File: src/rtl/bcd_pkg.sv
// Shared types and constants for the digit-serial BCD adder/subtractor.
// Optional subtract support is controlled by the BCD_SUB_EN macro (see bcd_seq_adder).
package bcd_pkg;

    typedef logic [3:0] bcd_digit_t;

    typedef enum logic [1:0] {
        ST_IDLE = 2'd0,
        ST_RUN  = 2'd1,
        ST_DONE = 2'd2
    } state_t;

    localparam bcd_digit_t BCD_MAX = 4'd9;
    localparam bcd_digit_t BCD_ADJ = 4'd6;

    // Nine's complement of one digit, wrapping in 4 bits so that illegal
    // nibbles (10..15) stay illegal after complementing.
    function automatic bcd_digit_t nines_comp(input bcd_digit_t d);
        return bcd_digit_t'(BCD_MAX - d);
    endfunction

endpackage

File: src/rtl/bcd_digit_add.sv
// Single-digit combinational BCD add cell with decimal carry and a flag for
// operand nibbles outside 0..9.
module bcd_digit_add
    import bcd_pkg::*;
(
    input  bcd_digit_t a_i,
    input  bcd_digit_t b_i,
    input  logic       c,
    output bcd_digit_t digit,
    output logic       c_out,
    output logic       nib_invalid
);

    logic [4:0] raw;
    bcd_digit_t adj;

    // Binary sum, then +6 correction whenever the digit overflows past nine.
    always_comb begin
        raw         = {1'b0, a_i} + {1'b0, b_i} + {4'b0000, c};
        adj         = raw[3:0] + BCD_ADJ;
        digit       = raw[3:0];
        c_out       = 1'b0;
        if (raw > {1'b0, BCD_MAX}) begin
            digit = adj;
            c_out = 1'b1;
        end
        nib_invalid = (a_i > BCD_MAX) || (b_i > BCD_MAX);
    end

endmodule

File: src/rtl/bcd_seq_adder.sv
// Digit-serial packed-BCD adder, one digit per clock, least significant first,
// behind a start/done handshake. Define BCD_SUB_EN to include subtract mode
// (nine's complement of B with carry-in preset to 1); without it the sub input
// is ignored.
module bcd_seq_adder
    import bcd_pkg::*;
#(
    parameter int DIGITS = 4
) (
    input  logic                clk,
    input  logic                rst_n,
    input  logic                start_valid,
    output logic                start_ready,
    input  logic [4*DIGITS-1:0] a,
    input  logic [4*DIGITS-1:0] b,
    input  logic                sub,
    output logic [4*DIGITS-1:0] sum,
    output logic                carry_out,
    output logic                invalid,
    output logic                done,
    output logic                busy
);

    localparam int W  = 4 * DIGITS;
    localparam int CW = (DIGITS > 1) ? $clog2(DIGITS) : 1;

    state_t         state;
    logic [W-1:0]   a_sr;
    logic [W-1:0]   b_sr;
    logic [W-1:0]   res_sr;
    logic [W-1:0]   res_next;
    logic [CW-1:0]  idx;
    logic           carry;
    logic           inv_acc;
    logic           sub_eff;
    logic           last_digit;
    bcd_digit_t     b_eff;
    bcd_digit_t     digit;
    logic           c_out;
    logic           nib_invalid;

`ifdef BCD_SUB_EN
    logic           sub_reg;

    // Subtraction adds the nine's complement of each B digit.
    always_comb begin
        sub_eff = sub_reg;
        b_eff   = sub_reg ? nines_comp(b_sr[3:0]) : b_sr[3:0];
    end
`else
    // Subtract mode is not built; the sub port is deliberately left unconnected.
    logic unused_sub;
    assign unused_sub = sub;

    always_comb begin
        sub_eff = 1'b0;
        b_eff   = b_sr[3:0];
    end
`endif

    bcd_digit_add u_digit (
        .a_i        (a_sr[3:0]),
        .b_i        (b_eff),
        .c          (carry),
        .digit      (digit),
        .c_out      (c_out),
        .nib_invalid(nib_invalid)
    );

    // New digit enters at the top of the result register; after DIGITS shifts
    // digit 0 has reached the bottom nibble.
    always_comb begin
        res_next   = (res_sr >> 4) | (W'(digit) << (4 * (DIGITS - 1)));
        last_digit = (idx == CW'(DIGITS - 1));
    end

    // Handshake FSM, digit counter, operand/result shift registers and
    // registered outputs, all advanced together.
    always_ff @(posedge clk or negedge rst_n) begin
        if (!rst_n) begin
            state       <= ST_IDLE;
            a_sr        <= '0;
            b_sr        <= '0;
            res_sr      <= '0;
            idx         <= '0;
            carry       <= 1'b0;
            inv_acc     <= 1'b0;
`ifdef BCD_SUB_EN
            sub_reg     <= 1'b0;
`endif
            sum         <= '0;
            carry_out   <= 1'b0;
            invalid     <= 1'b0;
            done        <= 1'b0;
            busy        <= 1'b0;
            start_ready <= 1'b1;
        end else begin
            case (state)
                ST_IDLE: begin
                    done <= 1'b0;
                    if (start_valid && start_ready) begin
                        a_sr        <= a;
                        b_sr        <= b;
                        idx         <= '0;
`ifdef BCD_SUB_EN
                        sub_reg     <= sub;
                        carry       <= sub;
`else
                        carry       <= sub_eff;
`endif
                        inv_acc     <= 1'b0;
                        start_ready <= 1'b0;
                        busy        <= 1'b1;
                        state       <= ST_RUN;
                    end
                end
                ST_RUN: begin
                    a_sr    <= a_sr >> 4;
                    b_sr    <= b_sr >> 4;
                    res_sr  <= res_next;
                    carry   <= c_out;
                    inv_acc <= inv_acc | nib_invalid;
                    idx     <= idx + CW'(1);
                    if (last_digit) begin
                        sum       <= res_next;
                        carry_out <= c_out;
                        invalid   <= inv_acc | nib_invalid;
                        done      <= 1'b1;
                        state     <= ST_DONE;
                    end
                end
                ST_DONE: begin
                    done        <= 1'b0;
                    busy        <= 1'b0;
                    start_ready <= 1'b1;
                    state       <= ST_IDLE;
                end
                default: begin
                    done        <= 1'b0;
                    busy        <= 1'b0;
                    start_ready <= 1'b1;
                    state       <= ST_IDLE;
                end
            endcase
        end
    end

endmodule

File: config.mk
export PLATFORM = sky130hd
export DESIGN_NAME = bcd_seq_adder
export DESIGN_NICKNAME = d
export VERILOG_FILES = /design/src/rtl/bcd_pkg.sv /design/src/rtl/bcd_digit_add.sv /design/src/rtl/bcd_seq_adder.sv
export SDC_FILE = /design/constraint.sdc
export NUM_CORES = 1
export LEC_CHECK = 0
export ABC_AREA = 1
export ABC_CLOCK_PERIOD_IN_PS = 3300
export CAP_MARGIN = 5
export CORE_ASPECT_RATIO = 0.8
export CORE_MARGIN = 5
export CORE_UTILIZATION = 30
export DETAILED_ROUTE_END_ITERATION = 16
export GPL_TIMING_DRIVEN = 0
export SYNTH_ARGS = -nofsm -noshare
export SYNTH_HDL_FRONTEND = slang
export SYNTH_HIERARCHICAL = 1
export SYNTH_SLANG_ARGS = --single-unit
export TNS_END_PERCENT = 100
File: constraint.sdc
create_clock -name clk -period 3.3 [get_ports clk]
set_input_delay 0.495 -clock clk [delete_from_list [all_inputs] [get_ports clk]]
set_output_delay 0.495 -clock clk [all_outputs]
set_load 0.01 [all_outputs]
After elaboration in Yosys (flattened, before gate mapping)
Index checks and enable logic that the tools add are counted.

storage, ports and cells
  flip-flop bits (word level) = 75
  latch bits = 0
  RAM bits = 0
  memory bits (read-only) = 0
  bits of input ports = 36
  word-level logic and storage cells = 54
  memories = 0

cells by class
  add/sub/neg operators = 4
  $mul = 0
  divide/modulo/power cells = 0
  order comparisons = 3
  equal/unequal tests = 4
  shift operators = 0
  multiplexer cells = 19
  bitwise gates (word level) = 3
  reductions and logical operators = 8

operator list
  operator                                            number
  one-hot mux 16 bit (2 select lines)                 2
  two-way mux 16 bit                                  2
  OR 12 x 16 -> 16 bit                                1
  > comparator 4 bit, second input constant           2
  one-hot mux 1 bit (2 select lines)                  4
  one-hot mux 2 bit (2 select lines)                  2
  AND reduction 2 bit                                 4
  two-way mux 2 bit                                   3
  adder 4 x 4 -> 5 bit                                1
  adder 5 x 1 -> 5 bit                                1
  > comparator 5 x 4 -> 1 bit, second input constant  1
  two-way mux 1 bit                                   5
  adder 4 x 3 -> 4 bit, second input constant         1
  two-way mux 4 bit                                   1
  inequality test 2 bit, second input constant        2
  adder 2 x 1 -> 2 bit, second input constant         1
  == test 2 x 1 -> 1 bit, second input constant       1
  == test 2 bit, second input constant                1
  logical NOT 2 bit                                   1
  nonzero test 2 bit                                  1
  logical AND 1 bit                                   1
  logical OR 1 bit                                    1
  inverter 1 bit                                      1
  OR 1 bit                                            1

Longest topological paths before layout
  word-level depth = 5
  mapped depth = 13
  depth with buffers taken out = 13

Hierarchy
Netlist, hierarchy kept.

modules (own cells, without submodules)
  module         times used  cells each  area each (um^2)
  bcd_seq_adder  1           368         3116.7
  bcd_digit_add  1           50          314.1

Worst setup path after synthesis
Ideal clock, no wire load.

  kind = register to register
  start point = register a_sr[0]
  end point = register res_sr[15]
  setup time = 0.083 ns
  arrival time = 2.189 ns
  data required time = 3.217 ns
  setup slack = 1.028 ns
  stages on the path, launching flop included = 13
  cell sequence = dfrtp_1 fa_1 fa_1 nand2_1 nand2_2 ha_1 a21oi_4 nand2_4 nand2_4 nand2_1 nand2_1 inv_1 o21ai_0

between the ends
  longest elaborated chain between the ends = 5
  elaborated cells between the ends (all ways) = 6
  classes of those cells = 3 x add/sub; 1 x order compare; 1 x mux; 1 x bitwise

ends and longest elaborated chain
  what                                                                        line                                      RTL
  start: declaration                                                          bcd_seq_adder.sv:28                       logic [W-1:0] a_sr;
  start signal: assignment                                                    bcd_seq_adder.sv:118                      a_sr <= a_sr >> 4;
  adder 4 x 4 -> 5 bit *                                                      bcd_digit_add.sv:19                       raw = {1'b0, a_i} + {1'b0, b_i} + {4'b0000, c};
  adder 5 x 1 -> 5 bit *                                                      bcd_digit_add.sv:19
  adder 4 x 3 -> 4 bit / > comparator 5 x 4 -> 1 bit (equally long branches)  bcd_digit_add.sv:20, bcd_digit_add.sv:23
  two-way mux 4 bit *                                                         bcd_digit_add.sv:23                       if (raw > {1'b0, BCD_MAX}) begin
  net digit[3]                                                                bcd_seq_adder.sv:38                       bcd_digit_t digit;
  OR 12 x 16 -> 16 bit *                                                      bcd_seq_adder.sv:73                       res_next = (res_sr >> 4) | (W'(digit) << (4 * (DIGITS - 1)));
  end signal: assignment                                                      bcd_seq_adder.sv:120                      res_sr <= res_next;
  end: declaration                                                            bcd_seq_adder.sv:30                       logic [W-1:0] res_sr;

Mark *: on every way through the listed nets, which the timed path passes. The rest lies on a longest branch.
A chain may end at the register's enable or synchronous reset.

Final worst setup path
Ends and elaborated chain as after synthesis.

==> flow_summary.ini <==
[outcome]
run_status = finished clean

[floorplan]
rows = 35
io_pins = 57
die_w_um = 130
fp.dieH_um = 106
fp.dieArea_um2 = 13700
initial_utilization_pct = 30.2
fp.coreArea_um2 = 11300

[clock_tree]
postCtsHoldBufs = 0
clock_sinks = 71
cts_tree = done
cts.clk_slew.worst_paths_ns = 0.06
clockBufferDepth = 2
cts_root_buf = clkbuf_16
cts-resized-gates = 0
ctsHtreeMaxLevel = 3
cts_buffers = 9
clock_latency_ns = 0.33
cts_setup_buffers = 0

[finish]
syn2layout_area_growth_pct = 30.8
drive_gt1_share_pct = 11.0
final_util_pct = 39.6
diodes = 0
nNetsFinal = 527

[setup_path]
path_cells = fa_1, fa_1, nand2_1, nand2_2, ha_1, a21oi_4, nand2_4, nand2_4, nand2_1, nand2_1, inv_1, o21ai_0
path_class = reg -> reg
critPathLaunchType = register
crit_top_cell = nand2_1
crit_path_max_incr_delay_ns = 0.49
crit_fanout = 4
cpMaxStageDelayCell = fa_1
timing.rr.start = a_sr[0]
cp_num_buf_inv = 1
arrival_ns = 2.78
cp_top_family = adder cells
crit_path_end_kind = register
cp.required_ns = 3.54
crit_start = a_sr[0]

[global_route]
met1_usage_pct = 19.9
use_met3_pct = 2.84
grt_use_total_pct = 13.9
grt_overflow = 0
grt_pass1_vias = 3074
grt_max_degree = 72
grt_pass1_wl_mm = 15.2
met2_usage_pct = 21.1
antenna_found_initial = 0
busiest_layer = met2

[routing]
wirelength_mm = 8.69
post_drt_wl_per_cell_um = 13.6
dr.pass1.iters = 7
vias_per_cell = 4.69
postRouteAntennaNets = 0
drt_iter0_markers = 135
vias = 2985
drc = 0

[timing]
grt_setup_unrepaired = false
hold_violations = 0
fmax_mhz = 394
period_share_pct = 76.8
slew_headroom_pct = 41.0
holdWs_ns = 0.285
skew_ns = 0.00530
worstMarginPinSlew_ns = 0.885
finalSetupViolations = 0
maxSlewViolCount = 0
final.setup.tns_ns = 0
period_needed_ns = 2.54

[power]
peakVddDrop_mv = 0.349
p_per_area_nw_per_um2 = 1100
leakage_nw = 2.28
p_total_mw = 4.95

[logic_synthesis]
ys_warn_count = 6
synthTopCellsByArea = dfrtp_1, nand2_1, nand3_1
syn_area_um2 = 3430
synthCells = 418
synth-xor-area-share_pct = 0
synth.distinct_cells = 22
syn_nets = 461
synth_compound_area_share_pct = 5.76
synth_seq_cells = 71
synth_area_per_cell_um2 = 8.21
synth_top_family_by_area = simple AND/OR/NAND/NOR gates
synthAdderAreaFrac_pct = 2.99
yosysTopAreaCellShare_pct = 51.1
synthSimpleGateAreaFrac_pct = 32.4
yosysTopAreaCell = dfrtp_1
synth_mux_area_share_pct = 0
synth-seq-area-share_pct = 51.8

[placement]
numPortBuffers = 55
finalWeightedCongestion = 0.784
hpwl_mm = 6.31

[flow_run]
maxCapViolCount = 0

[worst_hold_path]
hold_path.class = in -> async
-- metal layers --
| layer | part of all wire, % | vias up |
|---|---|---|
| li1 | - | 1477 |
| met1 | 49 | 1439 |
| met2 | 47 | 57 |
| met3 | 3.1 | 12 |
| met4 | 1.5 | 0 |
| met5 | 0 | - |
-- path summary, 6_finish.rpt --
check / slack (ns) / cells past startpoint / end
worst max-delay path: 0.76 / 12 / res_sr[15]
worst min-delay path: 0.29 / 1 / sum[13]
worst max register to register: 0.76 / 12 / res_sr[15]
worst min register to register: 0.47 / 2 / sum[0]
max in group asynchronous: 2.44 / 1 / a_sr[5]
min in group clk: 0.47 / 2 / sum[0]
-- flip-flops by register name (all words and copies together), names as in the netlist --
| name | cells |
|---|---|
| inv_acc | 1 |
| b_sr | 16 |
| state | 2 |
| idx | 2 |
| busy | 1 |
| res_sr | 12 |
| carry_out | 1 |
| start_ready | 1 |
| done | 1 |
| invalid | 1 |
| carry | 1 |
| sum | 16 |
| a_sr | 16 |
-- worst register-to-register path, cell delays in order, from the launching register on --
cell     delay (ns)
dfrtp_1        0.40
fa_1           0.49
fa_1           0.40
nand2_1        0.12
nand2_2        0.10
ha_1           0.26
a21oi_4        0.15
nand2_4        0.08
nand2_4        0.07
nand2_1        0.06
nand2_1        0.09
inv_1          0.06
o21ai_0        0.17
-- cell families (layout without fill, tap and decap cells) --
kind of cell	Yosys count	in the layout
adders and majority gates	7	7
AOI/OAI and AO/OA	36	36
DFF	71	71
buffers and inverters	48	119
and+or+nand+nor	256	256
-- metrics by stage --
| stage | std cells | area, um^2 | worst slack (ns) |
|---|---|---|---|
| final | 637 | 4490 | 0.765 |
| after global routing | 637 | 4490 | 0.602 |
| after CTS | 637 | 4490 | 0.755 |
| after detailed placement | 621 | 4160 | 0.802 |
| after global placement | 621 | 4170 | -0.674 |
| after floorplan | 418 | 3430 | 1.03 |
-- cells in the mapped netlist --
master,number
a21oi_1,1
a21oi_2,1
a21oi_4,1
buf_2,15
buf_4,5
buf_6,3
dfrtp_1,70
dfstp_2,1
fa_1,2
ha_1,5
inv_1,24
inv_2,1
nand2_1,160
nand2_2,6
nand2_4,3
nand3_1,78
nand3_4,1
nor2_1,7
nor2_2,1
o21a_1,1
o21ai_0,18
o21ai_1,14
-- where the power goes --
| group | switching [mW] | internal [mW] |
|---|---|---|
| combinational | 1.45 | 0.960 |
| sequential | 0.233 | 1.26 |
| clock | 0.362 | 0.683 |
| total | 2.04 | 2.91 |
-- cell usage in the layout (no fill, tap or decap), types with 2 or more instances in the layout --
cell type and count:
fa_1 2, nand3_1 78, inv_1 24, nand2_1 160, nand2_2 6, buf_4 6, o21ai_1 14, clkdlybuf4s50_1 54
dfrtp_1 70, o21ai_0 18, ha_1 5, buf_2 15, clkbuf_16 9, bufinv_16 2, nand2_4 3, buf_6 3
nor2_1 7
-- area by class of cell --
class | instances | area, um^2
tap | 148 | 185
inverter | 25 | 93.8
fill | 1137 | 6850
buffer | 23 | 146
timing repair buffer | 55 | 548
sequential | 71 | 1780
clock buffer | 11 | 243
clock inverter | 5 | 81.3
multi-input combinational | 299 | 1410
(Power assumes the default switching activity.)
